File: config.mk
export PLATFORM = sky130hd
export DESIGN_NAME = dmem_arbiter_flat
export DESIGN_NICKNAME = d
export VERILOG_FILES = /design/src/rtl/dmem_arbiter_pkg.sv /design/src/rtl/dmem_arbiter_if.sv /design/src/rtl/dmem_arbiter_rr_grant2.sv /design/src/rtl/dmem_arbiter.sv /design/src/flat_wrapper.sv
export SDC_FILE = /design/constraint.sdc
export NUM_CORES = 1
export LEC_CHECK = 0
export ABC_CLOCK_PERIOD_IN_PS = 3050
export CORE_MARGIN = 2
export CORE_UTILIZATION = 38
export CTS_CLUSTER_SIZE = 8
export DETAILED_ROUTE_END_ITERATION = 16
export HOLD_SLACK_MARGIN = 0.02
export PLACE_DENSITY = 0.8
export SLEW_MARGIN = 20
export SYNTH_ARGS = -nofsm -noshare
export SYNTH_HDL_FRONTEND = slang
export SYNTH_HIERARCHICAL = 1
export SYNTH_SLANG_ARGS = --single-unit
File: constraint.sdc
create_clock -name clk -period 3.05 [get_ports clk]
set_input_delay 0.61 -clock clk [delete_from_list [all_inputs] [get_ports clk]]
set_output_delay 0.61 -clock clk [all_outputs]
set_load 0.005 [all_outputs]
File: src/rtl/dmem_arbiter_pkg.sv
// Shared types and constants for the data-memory arbiter.
package dmem_arbiter_pkg;

  localparam int unsigned AW = 17;
  localparam int unsigned DW = 24;

  localparam int unsigned PORT0 = 0;
  localparam int unsigned PORT1 = 1;

  typedef enum logic [1:0] {
    OWN_IDLE = 2'd0,
    OWN0     = 2'd1,
    OWN1     = 2'd2
  } owner_t;

endpackage

File: src/rtl/dmem_arbiter_if.sv
// Requester, read-return and memory-side signals of the data-memory arbiter.
interface dmem_arbiter_if;
  import dmem_arbiter_pkg::*;

  logic          req0, we0, lock0, gnt0, rvalid0;
  logic [AW-1:0] addr0;
  logic [DW-1:0] wdata0;
  logic          req1, we1, lock1, gnt1, rvalid1;
  logic [AW-1:0] addr1;
  logic [DW-1:0] wdata1;
  logic          cpu_stall;
  logic [DW-1:0] rdata;
  logic [AW-1:0] mem_addr;
  logic [DW-1:0] mem_wdata;
  logic          mem_we;
  logic [DW-1:0] mem_rdata;

  modport slave (
    input  req0, we0, addr0, wdata0, lock0,
    input  req1, we1, addr1, wdata1, lock1,
    input  mem_rdata,
    output gnt0, rvalid0, gnt1, rvalid1, cpu_stall, rdata,
    output mem_addr, mem_wdata, mem_we
  );

  modport master (
    output req0, we0, addr0, wdata0, lock0,
    output req1, we1, addr1, wdata1, lock1,
    output mem_rdata,
    input  gnt0, rvalid0, gnt1, rvalid1, cpu_stall, rdata,
    input  mem_addr, mem_wdata, mem_we
  );

endinterface

File: src/rtl/dmem_arbiter_rr_grant2.sv
// Combinational two-way round-robin grant selector with bounded owner lock.
module dmem_arbiter_rr_grant2
  import dmem_arbiter_pkg::*;
#(
  parameter int unsigned MAX_BURST = 4,
  parameter int unsigned CW        = $clog2(MAX_BURST) + 1
) (
  input  logic [1:0]    req,
  input  logic          owner_lock,
  input  owner_t        owner,
  input  logic          last,
  input  logic [CW-1:0] burst_cnt,
  output logic [1:0]    gnt
);

  logic hold_owner;

  // Owner keeps the memory under contention only while its lock is up and the burst budget remains.
  assign hold_owner = (owner != OWN_IDLE) && owner_lock && (burst_cnt < CW'(MAX_BURST));

  always_comb begin
    gnt = 2'b00;
    unique case (req)
      2'b01:   gnt = 2'b01;
      2'b10:   gnt = 2'b10;
      2'b11: begin
        if (hold_owner) gnt = (owner == OWN1) ? 2'b10 : 2'b01;
        else            gnt = last ? 2'b01 : 2'b10;
      end
      default: gnt = 2'b00;
    endcase
  end

endmodule

File: src/rtl/dmem_arbiter.sv
// Shares the data memory between the CPU port (0) and the debug/loader port (1).
module dmem_arbiter
  import dmem_arbiter_pkg::*;
#(
  parameter int unsigned MAX_BURST = 4
) (
  input  logic           clk,
  input  logic           rst,
  dmem_arbiter_if.slave  bus
);

  localparam int unsigned CW = $clog2(MAX_BURST) + 1;

  owner_t        owner_q, owner_d;
  logic          last_q, last_d;
  logic [CW-1:0] cnt_q, cnt_d;
  logic [AW-1:0] addr_q, addr_d;
  logic [DW-1:0] wdata_q, wdata_d;
  logic [DW-1:0] rdata_q, rdata_d;
  logic          rvalid0_q, rvalid0_d;
  logic          rvalid1_q, rvalid1_d;
  logic          we_c;
  logic          owner_lock;
  logic [1:0]    sel_gnt, gnt;

  function automatic logic [CW-1:0] cnt_inc(input logic [CW-1:0] c);
    return (c == CW'(MAX_BURST)) ? c : c + CW'(1);
  endfunction

  // Only the current owner's lock matters; a non-owner lock is ignored.
  always_comb begin
    owner_lock = 1'b0;
    unique case (owner_q)
      OWN0:    owner_lock = bus.lock0;
      OWN1:    owner_lock = bus.lock1;
      default: owner_lock = 1'b0;
    endcase
  end

  dmem_arbiter_rr_grant2 #(
    .MAX_BURST (MAX_BURST),
    .CW        (CW)
  ) u_sel (
    .req        ({bus.req1, bus.req0}),
    .owner_lock (owner_lock),
    .owner      (owner_q),
    .last       (last_q),
    .burst_cnt  (cnt_q),
    .gnt        (sel_gnt)
  );

  // No access may happen while reset is held, including a write in the reset cycle.
  assign gnt = rst ? sel_gnt : 2'b00;

  always_comb begin
    owner_d   = owner_q;
    last_d    = last_q;
    cnt_d     = cnt_q;
    addr_d    = addr_q;
    wdata_d   = wdata_q;
    rdata_d   = rdata_q;
    rvalid0_d = 1'b0;
    rvalid1_d = 1'b0;
    we_c      = 1'b0;
    if (gnt[PORT1]) begin
      addr_d    = bus.addr1;
      wdata_d   = bus.wdata1;
      we_c      = bus.we1;
      rvalid1_d = ~bus.we1;
      owner_d   = OWN1;
      last_d    = 1'b1;
      cnt_d     = (owner_q == OWN1) ? cnt_inc(cnt_q) : CW'(1);
    end else if (gnt[PORT0]) begin
      addr_d    = bus.addr0;
      wdata_d   = bus.wdata0;
      we_c      = bus.we0;
      rvalid0_d = ~bus.we0;
      owner_d   = OWN0;
      last_d    = 1'b0;
      cnt_d     = (owner_q == OWN0) ? cnt_inc(cnt_q) : CW'(1);
    end else begin
      owner_d = OWN_IDLE;
      cnt_d   = '0;
    end
    if (rvalid0_d || rvalid1_d) rdata_d = bus.mem_rdata;
  end

  always_ff @(posedge clk or negedge rst) begin
    if (!rst) begin
      owner_q   <= OWN_IDLE;
      last_q    <= 1'b1;
      cnt_q     <= '0;
      addr_q    <= '0;
      wdata_q   <= '0;
      rdata_q   <= '0;
      rvalid0_q <= 1'b0;
      rvalid1_q <= 1'b0;
    end else begin
      owner_q   <= owner_d;
      last_q    <= last_d;
      cnt_q     <= cnt_d;
      addr_q    <= addr_d;
      wdata_q   <= wdata_d;
      rdata_q   <= rdata_d;
      rvalid0_q <= rvalid0_d;
      rvalid1_q <= rvalid1_d;
    end
  end

  // Memory address/data follow the granted port and otherwise hold the last granted values.
  assign bus.mem_addr  = addr_d;
  assign bus.mem_wdata = wdata_d;
  assign bus.mem_we    = we_c;
  assign bus.gnt0      = gnt[PORT0];
  assign bus.gnt1      = gnt[PORT1];
  assign bus.cpu_stall = bus.req0 & ~gnt[PORT0];
  assign bus.rvalid0   = rvalid0_q;
  assign bus.rvalid1   = rvalid1_q;
  assign bus.rdata     = rdata_q;

endmodule

File: src/flat_wrapper.sv
// flat-port wrapper written by rule: the top's interface ports become plain ports
module dmem_arbiter_flat import dmem_arbiter_pkg::*;
#(
  parameter int unsigned MAX_BURST = 4
)
  (clk, rst, bus_req0, bus_we0, bus_addr0, bus_wdata0, bus_lock0, bus_req1, bus_we1, bus_addr1, bus_wdata1, bus_lock1, bus_mem_rdata, bus_gnt0, bus_rvalid0, bus_gnt1, bus_rvalid1, bus_cpu_stall, bus_rdata, bus_mem_addr, bus_mem_wdata, bus_mem_we);
  dmem_arbiter_if bus_i ();
  input  logic clk;
  input  logic rst;
  input wire logic [$bits(bus_i.req0)-1:0] bus_req0;
  input wire logic [$bits(bus_i.we0)-1:0] bus_we0;
  input wire logic [$bits(bus_i.addr0)-1:0] bus_addr0;
  input wire logic [$bits(bus_i.wdata0)-1:0] bus_wdata0;
  input wire logic [$bits(bus_i.lock0)-1:0] bus_lock0;
  input wire logic [$bits(bus_i.req1)-1:0] bus_req1;
  input wire logic [$bits(bus_i.we1)-1:0] bus_we1;
  input wire logic [$bits(bus_i.addr1)-1:0] bus_addr1;
  input wire logic [$bits(bus_i.wdata1)-1:0] bus_wdata1;
  input wire logic [$bits(bus_i.lock1)-1:0] bus_lock1;
  input wire logic [$bits(bus_i.mem_rdata)-1:0] bus_mem_rdata;
  output wire logic [$bits(bus_i.gnt0)-1:0] bus_gnt0;
  output wire logic [$bits(bus_i.rvalid0)-1:0] bus_rvalid0;
  output wire logic [$bits(bus_i.gnt1)-1:0] bus_gnt1;
  output wire logic [$bits(bus_i.rvalid1)-1:0] bus_rvalid1;
  output wire logic [$bits(bus_i.cpu_stall)-1:0] bus_cpu_stall;
  output wire logic [$bits(bus_i.rdata)-1:0] bus_rdata;
  output wire logic [$bits(bus_i.mem_addr)-1:0] bus_mem_addr;
  output wire logic [$bits(bus_i.mem_wdata)-1:0] bus_mem_wdata;
  output wire logic [$bits(bus_i.mem_we)-1:0] bus_mem_we;
  assign bus_i.req0 = bus_req0;
  assign bus_i.we0 = bus_we0;
  assign bus_i.addr0 = bus_addr0;
  assign bus_i.wdata0 = bus_wdata0;
  assign bus_i.lock0 = bus_lock0;
  assign bus_i.req1 = bus_req1;
  assign bus_i.we1 = bus_we1;
  assign bus_i.addr1 = bus_addr1;
  assign bus_i.wdata1 = bus_wdata1;
  assign bus_i.lock1 = bus_lock1;
  assign bus_i.mem_rdata = bus_mem_rdata;
  assign bus_gnt0 = bus_i.gnt0;
  assign bus_rvalid0 = bus_i.rvalid0;
  assign bus_gnt1 = bus_i.gnt1;
  assign bus_rvalid1 = bus_i.rvalid1;
  assign bus_cpu_stall = bus_i.cpu_stall;
  assign bus_rdata = bus_i.rdata;
  assign bus_mem_addr = bus_i.mem_addr;
  assign bus_mem_wdata = bus_i.mem_wdata;
  assign bus_mem_we = bus_i.mem_we;
  dmem_arbiter #(.MAX_BURST(MAX_BURST)) u_core (.clk(clk), .rst(rst), .bus(bus_i));
endmodule
==> results of run 1 <==
[synth_stat cells]
cell type,n
dfrtp_1,72
and2_1,2
nor3_1,2
ha_1,4
o21ai_1,1
a22o_1,82
xnor2_1,1
dfstp_2,1
o32ai_4,1
nor2_1,5
buf_1,1
a311o_1,1
nor2b_2,1
a311oi_1,1
o21ai_0,1
and4b_1,1
nand3_1,1
buf_2,8
clkbuf_1,10
nand3b_1,1
nand2_1,6
nor2b_1,2
mux2_2,25
nand2_4,1
a22oi_1,2
inv_1,7
and3b_1,1
buf_4,1
buf_6,2
a21oi_1,2
[cell families (layout without fill, tap and decap cells)]
family	count (synthesis)	after routing	share of synthesized area, %
flops	73	73	56.5
simple gates	23	23	3.95
compound gates	91	91	24.7
buf+inv	29	271	4.26
fa+ha+maj	4	4	1.55
mux	25	25	8.71
xor+xnor	1	1	0.271
[stage by stage]
step	setup WS [ns]	setup TNS (ns)	cells	hold slack, ns	util, %
after CTS	-0.359	-11.54	583	0.267	70.9
after global placement	-0.671	-31.73	532	0.481	65.4
final	-0.345	-12.75	593	0.287	71.8
after floorplan	0.209	0	246	0.314	-
after detailed placement	-0.662	-32.55	532	0.480	65.4
after global routing	-0.435	-16.68	593	0.279	71.8
[worst register-to-register path, stage by stage (launching register included)]
cell and delay (ns):
dfrtp_1 0.38, inv_1 0.06, ha_2 0.19, a22oi_2 0.21, nor2_4 0.05, nand3b_1 0.17, a311oi_4 0.13, buf_4 0.15
buf_4 0.13, buf_6 0.13, buf_16 0.13, nand2_2 0.08, inv_2 0.04, buf_4 0.12, buf_4 0.12, buf_4 0.13
buf_4 0.12, buf_4 0.12, buf_4 0.12, buf_4 0.12, buf_4 0.12, buf_4 0.12, buf_4 0.11
[worst max path at each step]
stage	to	slack [ns]	cells after the start
CTS	bus_mem_addr[13]	-0.36	13
detailed placement	bus_mem_wdata[19]	-0.66	10
floorplan	bus_mem_wdata[13]	0.21	9
finish	bus_mem_addr[1]	-0.35	13
global placement	bus_mem_wdata[19]	-0.67	10
global route	bus_mem_addr[3]	-0.44	14
[sequential cells by signal, summed over array words and instances, names as in the netlist]
| register | cells |
|---|---|
| u_core/addr_q | 17 |
| u_core/bus.rdata | 24 |
| u_core/bus.rvalid0 | 1 |
| u_core/bus.rvalid1 | 1 |
| u_core/cnt_q | 3 |
| u_core/last_q | 1 |
| u_core/owner_q | 2 |
| u_core/wdata_q | 24 |
[what timing repair did]
action | 4_1_cts | 5_1_grt
setup buffers | 30 | 10
gates resized for setup | 195 | 12
pin swaps | 36 | 11
hold buffers | 0 | 0
cloned | 5 | 1
endpoints found under the setup margin | 45 | 50
[where the power goes]
group          switching [uW]  total [uW]  internal [uW]  leakage [uW]
Sequential               91.6        1280           1190      0.000896
Combinational             439        1250            813       0.00171
Clock                     409         803            395      0.000100
[cell type report]
class,count,area [um2],share of cell area (%)
Inverter,7,26.3,0.446
Tap cell,105,131,2.23
Multi-Input combinational cell,144,1330,22.6
Clock inverter,7,85.1,1.44
Timing Repair Buffer,248,2370,40.2
Sequential cell,73,1830,31.0
Clock buffer,9,124,2.10
[routing by layer]
metal / vias to the layer above / wire length, um
met5: - / 0
met4: 0 / 101
met3: 10 / 852
met2: 139 / 5360
met1: 1481 / 4120
li1: 1422 / -
==> metrics.yaml, run 1 <==
power:
  power_leakage_uw: 0.00270
  peakVddDrop_mv: 0.289
  finalPower_uw: 3340
  power.density_nw_per_um2: 566
yosys:
  synth-seq-cells: 73
  synth_cells: 246
  synth_nets: 364
  yosysTopAreaCell: "dfrtp_1"
  yosys_warnings: 6
  netlist.area_leader.share_pct: 55.7
  synth_cell_types: 30
  synth_seq_area_share_pct: 56.5
  synth_area_um2: 3230
  synth.avg_cell_area_um2: 13.1
  yosys-top-cells-area: "dfrtp_1, a22o_1, mux2_2"
die:
  fp.dieW_um: 96.2
  die_y_um: 96.2
  row_count: 33
  start_util_pct: 39.3
  die-area_um2: 9260
  io_pins: 185
  core_area_um2: 8220
detailed_routing:
  detail_route.wl_per_cell_um: 17.6
  viasPerCell: 5.15
  detail_route.first_pass.iterations: 4
  routed_wl_mm: 10.4
  drt_iter0_markers: 115
  ant_nets: 0
  drc: 0
  vias: 3052
global_route:
  grt_pass1_vias: 3049
  grt_remaining_overflow: 0
  gr-usage-met3_pct: 5.56
  grt_max_degree: 55
  grt_use_met2_pct: 36.9
  grt_pass1_wl_mm: 15.2
  grt.total_usage_pct: 21.8
  antenna_found_initial: 0
  met1_usage_pct: 27.4
  top_usage_layer: "met2"
worst_setup_path:
  rrSetupSlack_ns: -0.11
  critPathLaunch: "u_core/owner_q[0]"
  cp-start-kind: "flip-flop"
  path_class: "reg -> out"
  crit_buf_inv: 7
  max_stage_delay_ns: 0.41
  crit_family: "buffers and inverters"
  slowest_stage: "dfrtp_1"
  crit_path_end_kind: "output port"
  path_cells: "inv_1, ha_2, nor2_4, nand3b_1, a311oi_4, buf_6, buf_6, o21ai_4, buf_6, buf_12, buf_16, a22o_1, buf_2"
  rr_worst_depth: 22
  worstPathArrival_ns: 2.79
  cp_common_cell: "buf_6"
  crit_required_ns: 2.44
  worst_r2r_endpoint: "u_core/owner_q[1]"
  cp_max_fo: 5
  r2r_start: "u_core/owner_q[0]"
cells_and_area:
  antenna_cells: 0
  drive_gt1_share_pct: 34.0
  final_common_cell: "clkdlybuf4s50_1"
  layout-area-overhead-vs-synth_pct: 82.4
  final_area_um2: 5900
  fillers: 588
  nNetsFinal: 601
  mostFrequentLayoutCells: "clkdlybuf4s50_1, a22o_1, dfrtp_1, buf_2, buf_4"
sta:
  max_freq_ghz: 0.295
  final_max_slew_viol_count: 0
  period_needed_ns: 3.40
  tightestPinTransition_ns: 0.294
  setup_slack_ns: -0.345
  final.setup_skew_ns: 0.0103
  hold_viol_final: 0
  max_slew_margin_pct: 80.2
  period_share_pct: 111
  setup_viol: 44
  grt_setup_unrepaired: "true"
place:
  place_congestion: 0.757
  dpl-instance-area_um2: 5370
  hpwl_mm: 6.56
  port_buffers: 184
clock_tree:
  cts_buffers: 9
  cts_sinks: 73
  root_buffer: "clkbuf_8"
  htree_levels: 3
  clk_latency_ns: 0.35
  clkSlewWorstSetupHoldPaths_ns: 0.09
  clk_path_buf_depth: 2
  tritoncts: "done"
status:
  violations: "setup timing"
  status: "finished with violations"
worst_hold_path:
  holdCritPathClass: "in -> async"
run:
  drv_cap: 0
No activity file was read; power rests on OpenSTA's default activity.
==> run 2: changes to the inputs <==
--- a/config.mk
+++ b/config.mk
@@ -6,12 +6,13 @@
 export NUM_CORES = 1
 export LEC_CHECK = 0
 export ABC_CLOCK_PERIOD_IN_PS = 3050
+export CAP_MARGIN = 10
 export CORE_MARGIN = 2
-export CORE_UTILIZATION = 38
+export CORE_UTILIZATION = 40
 export CTS_CLUSTER_SIZE = 8
 export DETAILED_ROUTE_END_ITERATION = 16
+export DONT_BUFFER_PORTS = 1
 export HOLD_SLACK_MARGIN = 0.02
-export PLACE_DENSITY = 0.8
 export SLEW_MARGIN = 20
 export SYNTH_ARGS = -nofsm -noshare
 export SYNTH_HDL_FRONTEND = slang
==> run 2 against run 1 <==
  * The run still ends with setup timing left
  * Cell count decreased by 36%
  * Sequential power increased by 3%
  * Final area decreased by 27%
  * Clock skew increased by 0.00056 ns
  * Setup slack improved by 0.19 ns
  * Core utilization decreased by 16 points
  * Critical path type unchanged
  * Die area decreased by 4.8%
==> metrics.yaml, run 2 (synthesis results as in run 1) <==
cells_and_area:
  drive_gt1_share_pct: 41.3  # +7.3 points
  mostFrequentLayoutCells: "dfrtp_1, a22o_1, mux2_2, a22o_4, clkbuf_8"
  antenna_cells: 0  # unchanged
  fin_cells: 378  # -36%
  final_common_cell: "dfrtp_1"
  layout-area-overhead-vs-synth_pct: 33.0
  final_area_um2: 4300  # -27%
  nNetsFinal: 389  # -35%
  fillers: 614  # +4.4%
detailed_routing:
  detail_route.first_pass.iterations: 4  # unchanged
  drt_iter0_markers: 48  # -58%
  viasPerCell: 6.04  # +17%
  detail_route.wl_per_cell_um: 24.8  # +41%
  drc: 0  # unchanged
  ant_nets: 0  # unchanged
  routed_wl_mm: 9.37  # -10%
  vias: 2285  # -25%
worst_setup_path:
  crit_buf_inv: 5  # -2
  crit_required_ns: 2.44  # about the same
  cp_common_cell: "buf_6"
  path_cells: "inv_1, ha_2, a22oi_2, nor2_2, nand3b_1, a311oi_4, buf_12, buf_6, o21ai_4, buf_6, buf_16, a22o_4"
  crit_path_end_kind: "output port"
  slowest_stage: "dfrtp_1"
  max_stage_delay_ns: 0.43  # +0.02 ns
  path_class: "reg -> out"
  cp_max_fo: 11  # +6
  worstPathArrival_ns: 2.59  # -0.20 ns
  cp-start-kind: "flip-flop"
  worst_r2r_endpoint: "u_core/bus.rdata[0]"
  rr_worst_depth: 15  # -32%
  cp_num_cells: 12  # -1
  r2r_start: "u_core/owner_q[1]"
  crit_family: "compound AO/OA/AOI/OAI gates"
  rrSetupSlack_ns: 0.12  # +0.23 ns
place:
  port_buffers: 0  # -100%
  place_congestion: 0.774  # +2.2%
  pre_cts_ws_ns: -0.159  # +0.502 ns
  hpwl_mm: 4.96  # -24%
  dp.cells: 333  # -37%
  dpl-instance-area_um2: 3360  # -37%
global_route:
  grt.total_usage_pct: 20.7  # -1.1 points
  grt_max_degree: 73  # +33%
  grt_pass1_wl_mm: 13.4  # -12%
  antenna_found_initial: 0  # unchanged
  grt_pass1_vias: 2460  # -19%
  grt_remaining_overflow: 0  # unchanged
sta:
  period_needed_ns: 3.20  # -0.193 ns
  tightestPinTransition_ns: 0.381  # +0.0868 ns
  hold_viol_final: 0  # unchanged
  setup_slack_ns: -0.153  # +0.193 ns
  final.setup.tns_ns: -5.26  # +7.49 ns
  max_freq_ghz: 0.312  # +6.0%
  final.setup_skew_ns: 0.0109  # +0.000559 ns
  final_max_slew_viol_count: 0  # unchanged
  period_share_pct: 105  # -6.3 points
  max_slew_margin_pct: 74.6  # -5.6 points
  grt_setup_unrepaired: "true"
  setup_viol: 42  # -4.5%
clock_tree:
  htree_levels: 3  # unchanged
  cts_buffers: 9  # unchanged
  clk_latency_ns: 0.34  # about the same
  root_buffer: "clkbuf_8"
  clkSlewWorstSetupHoldPaths_ns: 0.08  # about the same
  tritoncts: "done"
  cts_sinks: 73  # unchanged
  clk_path_buf_depth: 2  # unchanged
power:
  power.density_nw_per_um2: 676  # +20%
  peakVddDrop_mv: 0.247  # -15%
  power_leakage_uw: 0.00193  # -29%
  finalPower_uw: 2910  # -13%
die:
  die_y_um: 93.9  # -2.4%
  row_count: 32  # -3.0%
  core_area_um2: 7770  # -5.5%
  start_util_pct: 41.6  # +2.3 points
  fp.dieW_um: 93.9  # -2.4%
  io_pins: 185  # unchanged
  die-area_um2: 8820  # -4.8%
run:
  drv_cap: 0  # unchanged
status:
  status: "finished with violations"
  violations: "setup timing"
worst_hold_path:
  holdCritPathClass: "in -> async"
==> run 2: stage by stage <==
stage / utilization (%) / hold slack, ns
finish: 55.4 / 0.104
global route: 55.4 / 0.0733
CTS: 52.3 / 0.0829
detailed placement: 43.3 / 0.316
global placement: 43.3 / 0.316
floorplan: - / 0.314
==> run 2: how the worst max path moves through the flow <==
stage,start,endpoint,slack (ns)
final,u_core/owner_q[1],bus_mem_wdata[16],-0.15
after global routing,u_core/owner_q[0],bus_mem_wdata[18],-0.25
after CTS,u_core/owner_q[1],bus_mem_addr[9],-0.14
after detailed placement,u_core/owner_q[0],bus_mem_addr[4],-0.16
after global placement,u_core/owner_q[0],bus_mem_wdata[4],0.007
after floorplan,bus_lock1,bus_mem_wdata[13],0.21
==> run 2: layer usage <==
metal  vias up  global-route usage (%)  part of all wire (%)
met5         -                       0                     0
met4         0                    8.94                   2.5
met3        22                    6.82                    10
met2       150                    34.0                    46
met1      1112                    24.9                    41
li1       1001                       -                     -
==> run 2: where the power goes <==
group	leakage, uW	total (uW)	switching [uW]	internal [uW]
sequential	0.000896	1320	129	1190
combinational	0.000924	793	336	457
clock	0.000110	795	366	429
==> run 2: cell type report <==
cell class              instances  area (um2)  share of cell area, %
well taps                     102         128                   2.97
clock buffers                  11         151                   3.52
repair buffers                 31         510                   11.9
clock inverters                 5        61.3                   1.43
inverters                       7        28.8                  0.669
flip-flops and latches         73        1830                   42.5
multi-input cells             149        1590                   37.0
==> run 2: timing repair <==
item,in CTS,in global routing
resized for setup,41,18
buffers inserted,11,4
pin swaps,35,6
hold buffers,1,0
endpoints found under the setup margin,43,43
hold endpoints to repair,72,0
gates cloned,9,4
